===== src/rtl/alu_seq_ctrl.sv =====
// Execute-stage ALU sequencer: decodes ALU/branch requests, drives an
// external ALU over one or two passes, and returns a registered response.
module alu_seq_ctrl #(
  parameter int CNT_W = 32
) (
  input  logic             clk,
  input  logic             rst,
  input  logic             req_valid,
  output logic             req_ready,
  input  logic [31:0]      req_a,
  input  logic [31:0]      req_b,
  input  logic [2:0]       req_funct3,
  input  logic             req_funct7b5,
  input  logic             req_is_imm,
  input  logic             req_is_branch,
  output logic [31:0]      alu_a,
  output logic [31:0]      alu_b,
  output logic [2:0]       alu_operation,
  output logic             alu_control,
  output logic             alu_lt,
  output logic             alu_ltu,
  input  logic [31:0]      alu_result,
  output logic             rsp_valid,
  input  logic             rsp_ready,
  output logic [31:0]      rsp_result,
  output logic             rsp_taken,
  output logic [CNT_W-1:0] op_count
);

  typedef enum logic [1:0] {
    IDLE,
    CMP,
    EXEC,
    RESP
  } state_t;

  state_t           state_q, state_d;
  logic [31:0]      a_q, a_d;
  logic [31:0]      b_q, b_d;
  logic [2:0]       f3_q, f3_d;
  logic             f7_q, f7_d;
  logic             imm_q, imm_d;
  logic             br_q, br_d;
  logic             eq_q, eq_d;
  logic             lt_q, lt_d;
  logic             ltu_q, ltu_d;
  logic [31:0]      res_q, res_d;
  logic             taken_q, taken_d;
  logic [CNT_W-1:0] cnt_q, cnt_d;

  logic sdiff, eq_c, lt_c, ltu_c, taken_c;

  // Sign-split handling keeps lt/ltu correct when a-b overflows.
  always_comb begin
    sdiff = a_q[31] ^ b_q[31];
    eq_c  = (alu_result == 32'd0);
    lt_c  = sdiff ? a_q[31] : alu_result[31];
    ltu_c = sdiff ? b_q[31] : alu_result[31];
  end

  always_comb begin
    taken_c = 1'b0;
    unique case (f3_q)
      3'b000:  taken_c = eq_c;
      3'b001:  taken_c = !eq_c;
      3'b100:  taken_c = lt_c;
      3'b101:  taken_c = !lt_c;
      3'b110:  taken_c = ltu_c;
      3'b111:  taken_c = !ltu_c;
      default: taken_c = 1'b0;
    endcase
  end

  always_comb begin
    state_d = state_q;
    a_d     = a_q;
    b_d     = b_q;
    f3_d    = f3_q;
    f7_d    = f7_q;
    imm_d   = imm_q;
    br_d    = br_q;
    eq_d    = eq_q;
    lt_d    = lt_q;
    ltu_d   = ltu_q;
    res_d   = res_q;
    taken_d = taken_q;
    cnt_d   = cnt_q;
    unique case (state_q)
      IDLE: begin
        if (req_valid) begin
          a_d   = req_a;
          b_d   = req_b;
          f3_d  = req_funct3;
          f7_d  = req_funct7b5;
          imm_d = req_is_imm;
          br_d  = req_is_branch;
          eq_d  = 1'b0;
          lt_d  = 1'b0;
          ltu_d = 1'b0;
          if (req_is_branch || req_funct3[2:1] == 2'b01)
            state_d = CMP;
          else
            state_d = EXEC;
        end
      end
      CMP: begin
        eq_d  = eq_c;
        lt_d  = lt_c;
        ltu_d = ltu_c;
        if (br_q) begin
          res_d   = 32'd0;
          taken_d = taken_c;
          state_d = RESP;
        end else begin
          state_d = EXEC;
        end
      end
      EXEC: begin
        res_d   = alu_result;
        taken_d = 1'b0;
        state_d = RESP;
      end
      RESP: begin
        if (rsp_ready) begin
          cnt_d   = cnt_q + CNT_W'(1);
          state_d = IDLE;
        end
      end
      default: state_d = IDLE;
    endcase
  end

  always_comb begin
    alu_operation = 3'b000;
    alu_control   = 1'b0;
    alu_lt        = 1'b0;
    alu_ltu       = 1'b0;
    unique case (state_q)
      CMP: alu_control = 1'b1;
      EXEC: begin
        alu_operation = f3_q;
        alu_lt        = lt_q;
        alu_ltu       = ltu_q;
        if (f3_q == 3'b101)
          alu_control = f7_q;
        else if (f3_q == 3'b000 && !imm_q)
          alu_control = f7_q;
      end
      default: ;
    endcase
  end

  always_ff @(posedge clk or posedge rst) begin
    if (rst) begin
      state_q <= IDLE;
      a_q     <= '0;
      b_q     <= '0;
      f3_q    <= '0;
      f7_q    <= 1'b0;
      imm_q   <= 1'b0;
      br_q    <= 1'b0;
      eq_q    <= 1'b0;
      lt_q    <= 1'b0;
      ltu_q   <= 1'b0;
      res_q   <= '0;
      taken_q <= 1'b0;
      cnt_q   <= '0;
    end else begin
      state_q <= state_d;
      a_q     <= a_d;
      b_q     <= b_d;
      f3_q    <= f3_d;
      f7_q    <= f7_d;
      imm_q   <= imm_d;
      br_q    <= br_d;
      eq_q    <= eq_d;
      lt_q    <= lt_d;
      ltu_q   <= ltu_d;
      res_q   <= res_d;
      taken_q <= taken_d;
      cnt_q   <= cnt_d;
    end
  end

  assign req_ready  = (state_q == IDLE);
  assign rsp_valid  = (state_q == RESP);
  assign alu_a      = a_q;
  assign alu_b      = b_q;
  assign rsp_result = res_q;
  assign rsp_taken  = taken_q;
  assign op_count   = cnt_q;

endmodule

===== config.mk =====
export PLATFORM = sky130hd
export DESIGN_NAME = alu_seq_ctrl
export DESIGN_NICKNAME = d
export VERILOG_FILES = /design/src/rtl/alu_seq_ctrl.sv
export SDC_FILE = /design/constraint.sdc
export NUM_CORES = 1
export LEC_CHECK = 0
export CAP_MARGIN = 25
export CORE_MARGIN = 4
export CORE_UTILIZATION = 34
export DETAILED_ROUTE_END_ITERATION = 10
export DONT_BUFFER_PORTS = 1
export GPL_ROUTABILITY_DRIVEN = 0
export PLACE_DENSITY_LB_ADDON = 0.15
export SLEW_MARGIN = 40
export SYNTH_ARGS = -nofsm -noshare
export SYNTH_HDL_FRONTEND = slang
export SYNTH_SLANG_ARGS = --single-unit

===== constraint.sdc =====
create_clock -name clk -period 5.2 [get_ports clk]
set_input_delay 0.52 -clock clk [delete_from_list [all_inputs] [get_ports clk]]
set_output_delay 0.52 -clock clk [all_outputs]
set_load 0.02 [all_outputs]

# After elaboration in Yosys (flattened, before gate mapping)
# Index checks and enable logic that the tools add are counted.
[totals]
reg_bits = 139
latchBits = 0
ram_bits = 0
romBits = 0
in_bits = 106
out_inout_bits = 137
elab_cells = 63
mem_count = 0
[op_classes]
addsub = 1
n_mul = 0
n_div = 0
n_lt_le_gt_ge = 0
n_eq_ne = 12
n_shift = 0
muxes = 21
bitwise_logic = 1
reduce_logical = 16
[op_table]
columns = ["op", "n"]
rows = [
  ["$pmux W32 S2", 1],
  ["$add A32 B1 Y32 const B", 1],
  ["$logic_not A32 Y1", 1],
  ["$mux W32", 1],
  ["$eq A3 B3 Y1 const B", 4],
  ["$reduce_and A2 Y1", 5],
  ["$mux W1", 9],
  ["$pmux W1 S2", 4],
  ["$pmux W2 S4", 1],
  ["$mux W2", 3],
  ["$pmux W1 S6", 1],
  ["$eq A2 B1 Y1 const B", 2],
  ["$eq A2 B2 Y1 const B", 2],
  ["$logic_not A1 Y1", 4],
  ["$ne A2 B2 Y1 const B", 2],
  ["$reduce_bool A2 Y1", 2],
  ["$eq A3 B1 Y1 const B", 1],
  ["$logic_not A3 Y1", 1],
  ["$mux W3", 1],
  ["$logic_not A2 Y1", 1],
  ["$ne A2 B1 Y1 const B", 1],
  ["$logic_and A1 B1 Y1", 1],
  ["$logic_or A1 B1 Y1", 1],
  ["$xor A1 B1 Y1", 1],
]

# Longest topological paths before layout
[depth]
word_depth = 6
ltp_mapped = 7
ltp_nobuf = 6

# Worst setup path before layout
# No wires, ideal clock.
[synth_timing]
path_type = "reg-to-reg"
startpoint = "reg state_q[1]"
endpoint = "reg cnt_q[28], in the netlist op_count[28]"
setup_time_ps = 80
t_arrival_ps = 2237
required_ps = 5120
setup_slack_ps = 2883
path_stages_with_launch = 8
n_path_buf = 1
period_less_slack_ps = 2317
cell_sequence = "dfrtp_1 -> ha_1 -> nand2_2 -> or3_4 -> or4_4 -> buf_6 -> nor3_4 -> xor2_1"
[synth_between]
elab_chain_len = 2
[synth_rtl]
columns = ["item", "line", "text"]
rows = [
  ["start: declaration", "37", "state_t state_q, state_d;"],
  ["start signal: assignment", "169", "state_q <= state_d;"],
  ["$eq A2 B2 Y1", "--", ""],
  ["via rsp_valid", "23", "output logic rsp_valid,"],
  ["$reduce_and A2 Y1 (no line)", "--", ""],
  ["end signal: assignment", "181", "cnt_q <= cnt_d;"],
  ["end: declaration", "49", "logic [CNT_W-1:0] cnt_q, cnt_d;"],
]
# The timed path passes the listed nets, and every way through them passes these cells.
# A chain may end at the register's enable or synchronous reset.

# Worst setup path in the final report
# Same ends and word-level chain as after synthesis.

==> impl_metrics.yaml <==
logic_synthesis:
  yosys.area_share.simple_pct: 9.36
  synth_compound_gate_area_share_pct: 7.11
  syn_area_mm2: 0.00568
  yosysMostFrequentCell: "dfrtp_1"
  synth_cells: 420
  synth-edff-count: 0
  ys_seq_elements: 139
  yosysTopAreaCell: "dfrtp_1"
  yosys_warnings: 0
  synth_top_family_by_area: "multiplexers"
  synth.mux.area_fraction_pct: 14.0
  seq_area_frac_synth_pct: 61.2
  synth_common_cells: "dfrtp_1, mux2_2, a22o_1"
  synth.distinct_cells: 44
  synth_top_area_share_pct: 61.2
  async_reset_ff_share_pct: 100
  synthAdderAreaFrac_pct: 1.10
  synth_nets: 531
  synthXorXnorAreaFrac_pct: 4.93
  synthTopCellsByArea: "dfrtp_1, mux2_2, a22o_1"
  synth_ff_type: "dfrtp_1"
  synth_area_per_cell_um2: 13.5
detailed_routing:
  ant_nets: 0
  vias: 3333
  totalWireLength_um: 13400
  drt_first_pass_iters: 4
  drc: 0
  first_iter_violations: 97
  vias_per_cell: 5.06
  post_drt_wl_per_cell_um: 20.4
sta:
  period_minus_slack_ns: 2.48
  max_freq_ghz: 0.403
  relSlewSlack_pct: 53.7
  slew_violations: 0
  hold_violations: 0
  worst_pin_slew_ns: 0.694
  post-route-period-util_pct: 47.7
  skew_ns: 0.00944
  rsz0062_at_grt: "false"
  setup_viol: 0
  setup_tns_ns: 0
floorplanning:
  core-area_mm2: 0.0165
  dieArea_mm2: 0.0189
  die_h_um: 137
  dieWidth_um: 137
  num_rows: 47
  initial_core_util_pct: 34.5
  io_pins: 243
setup_path:
  rr_endpoint: "op_count[28]"
  cp-end-kind: "flop"
  crit_required_ns: 5.53
  ff2ff_path_depth: 6
  crit_type: "flop to flop"
  start_kind: "flop"
  crit_fanout: 8
  crit_chain: "ha_1 -> nand2_2 -> or3_4 -> or4_4 -> nor3_4 -> xor2_1"
  cp.arrival_ns: 2.82
  cp-startpoint: "state_q[1]"
  worst_path_largest_cell_delay_ns: 0.61
  r2r_slack_ns: 2.72
  endpoint: "op_count[28]"
  slowest_stage: "or4_4"
  r2r_start: "state_q[1]"
cells_and_area:
  n_antenna_cell: 0
  fillCellCount: 1589
  area_delta_synth_final_pct: 16.1
  layout.nets: 537
  drive_above_1_share_pct: 27.8
  fin_cells: 659
clocking:
  ctsHoldBuffers: 0
  clock_sinks: 139
  post_cts_buffers: 0
  clk_pin_slew_worst_paths_ns: 0.06
  cts_buffers: 17
  clockBufferDepth: 2
  cts_tree: "done"
  root_buffer: "clkbuf_16"
  clock_latency_ns: 0.41
  htreeDepth: 4
  cts_resized: 0
global_routing:
  antenna_found_initial: 1
  grt_util_all_layers_pct: 13.9
  grt_pass1_wl_um: 20000
  grt_overflow: 0
  grt_max_degree: 87
  grt_pass1_vias: 3628
pwr:
  leakagePower_nw: 2.87
  powerDensity_mw_per_mm2: 701
  peakVddDrop_mv: 0.260
worst_hold_path:
  hp-class: "input port to async pin"
run_status:
  status: "finished, final reports clean"
placement:
  hpwl_um: 9700
  io_buffers: 0
  place_inst: 627
job:
  maxCapViolations: 0
flip-flops by register name, summed over array words and instances (netlist names):
signal	cells
lt_q	1
rsp_taken	1
alu_b	32
alu_a	32
f3_q	3
op_count	32
state_q	2
rsp_result	32
br_q	1
f7_q	1
imm_q	1
ltu_q	1
routing by layer:
metal / vias to the layer above / wire length [um] / share of wire, % / GRT usage (%)
met2: 167 / 6400 / 48 / 21.5
met3: 11 / 1760 / 13 / 7.89
met4: 2 / 147 / 1.1 / 4.82
met1: 1645 / 5120 / 38 / 16.3
met5: - / 13 / 0.097 / 0
li1: 1508 / - / - / -
metrics by stage:
stage	setup slack (ns)	util (%)	total power [mW]	cell area [um^2]	hold slack, ns
2_1_floorplan	0.955	-	3.03	5680	0.441
3_3_place_gp	2.58	36.0	3.28	5930	0.464
3_5_place_dp	2.70	36.2	3.36	5960	0.471
4_1_cts	2.69	40.1	4.69	6600	0.142
5_1_grt	2.57	40.1	4.87	6600	0.0658
6_report	2.72	40.1	4.63	6600	0.0261
worst max-delay path, delay by kind of cell, from the launching register on:
kind | cells | cell delay [ns]
AND/OR/NAND/NOR | 4 | 1.45
adder cells (fa/ha/maj) | 1 | 0.42
flip-flops | 1 | 0.40
XOR/XNOR | 1 | 0.15
layout make-up:
type	count	area (um^2)	share of cell area (%)
Clock buffer	19	453	6.86
Inverter	13	56.3	0.853
Timing Repair Buffer	4	50.0	0.758
Clock inverter	13	188	2.84
Multi-Input combinational cell	251	2100	31.8
Tap cell	220	275	4.17
Sequential cell	139	3480	52.7
logic make-up (layout without fill, tap and decap cells):
logic type	count (synthesis)	after routing
buffers and inverters	30	49
AND/OR/NAND/NOR	93	93
multiplexers	71	71
AO/OA/AOI/OAI	50	50
XOR/XNOR	32	32
flip-flops	139	139
adder cells (fa/ha/maj)	5	5
placed cells by master (no fill, tap or decap), types with 2 or more instances in the layout:
master,n
clkbuf_8,2
dfrtp_1,139
bufinv_16,4
inv_6,3
a21oi_1,2
a22o_1,32
mux2_2,70
inv_1,12
nor2b_1,3
xor2_1,9
nand2b_1,2
clkinv_2,2
or4_4,2
nor4_1,11
or3_1,2
clkbuf_16,17
xnor2_1,23
clkinvlp_4,3
nand4_1,8
nor3_1,5
and2_1,5
buf_4,3
nand2_1,19
o21ai_0,5
ha_1,5
nor2_1,13
nand3_1,10
nor3_2,3
o31ai_1,2
how the worst min path moves through the flow:
stage | cells past startpoint | slack [ns] | end
after floorplan | 2 | 0.44 | lt_q
after global placement | 2 | 0.46 | ltu_q
after detailed placement | 2 | 0.47 | lt_q
after CTS | 1 | 0.14 | alu_b[20]
after global routing | 1 | 0.07 | alu_b[18]
final | 1 | 0.03 | alu_b[20]
power breakdown:
part | internal (mW) | total (mW) | switching [mW]
registers | 1.50 | 2.34 | 0.831
clock network | 0.832 | 1.30 | 0.469
logic | 0.535 | 0.989 | 0.454
total | 2.87 | 4.63 | 1.75
Note: power is estimated with default switching activity, not from simulation.
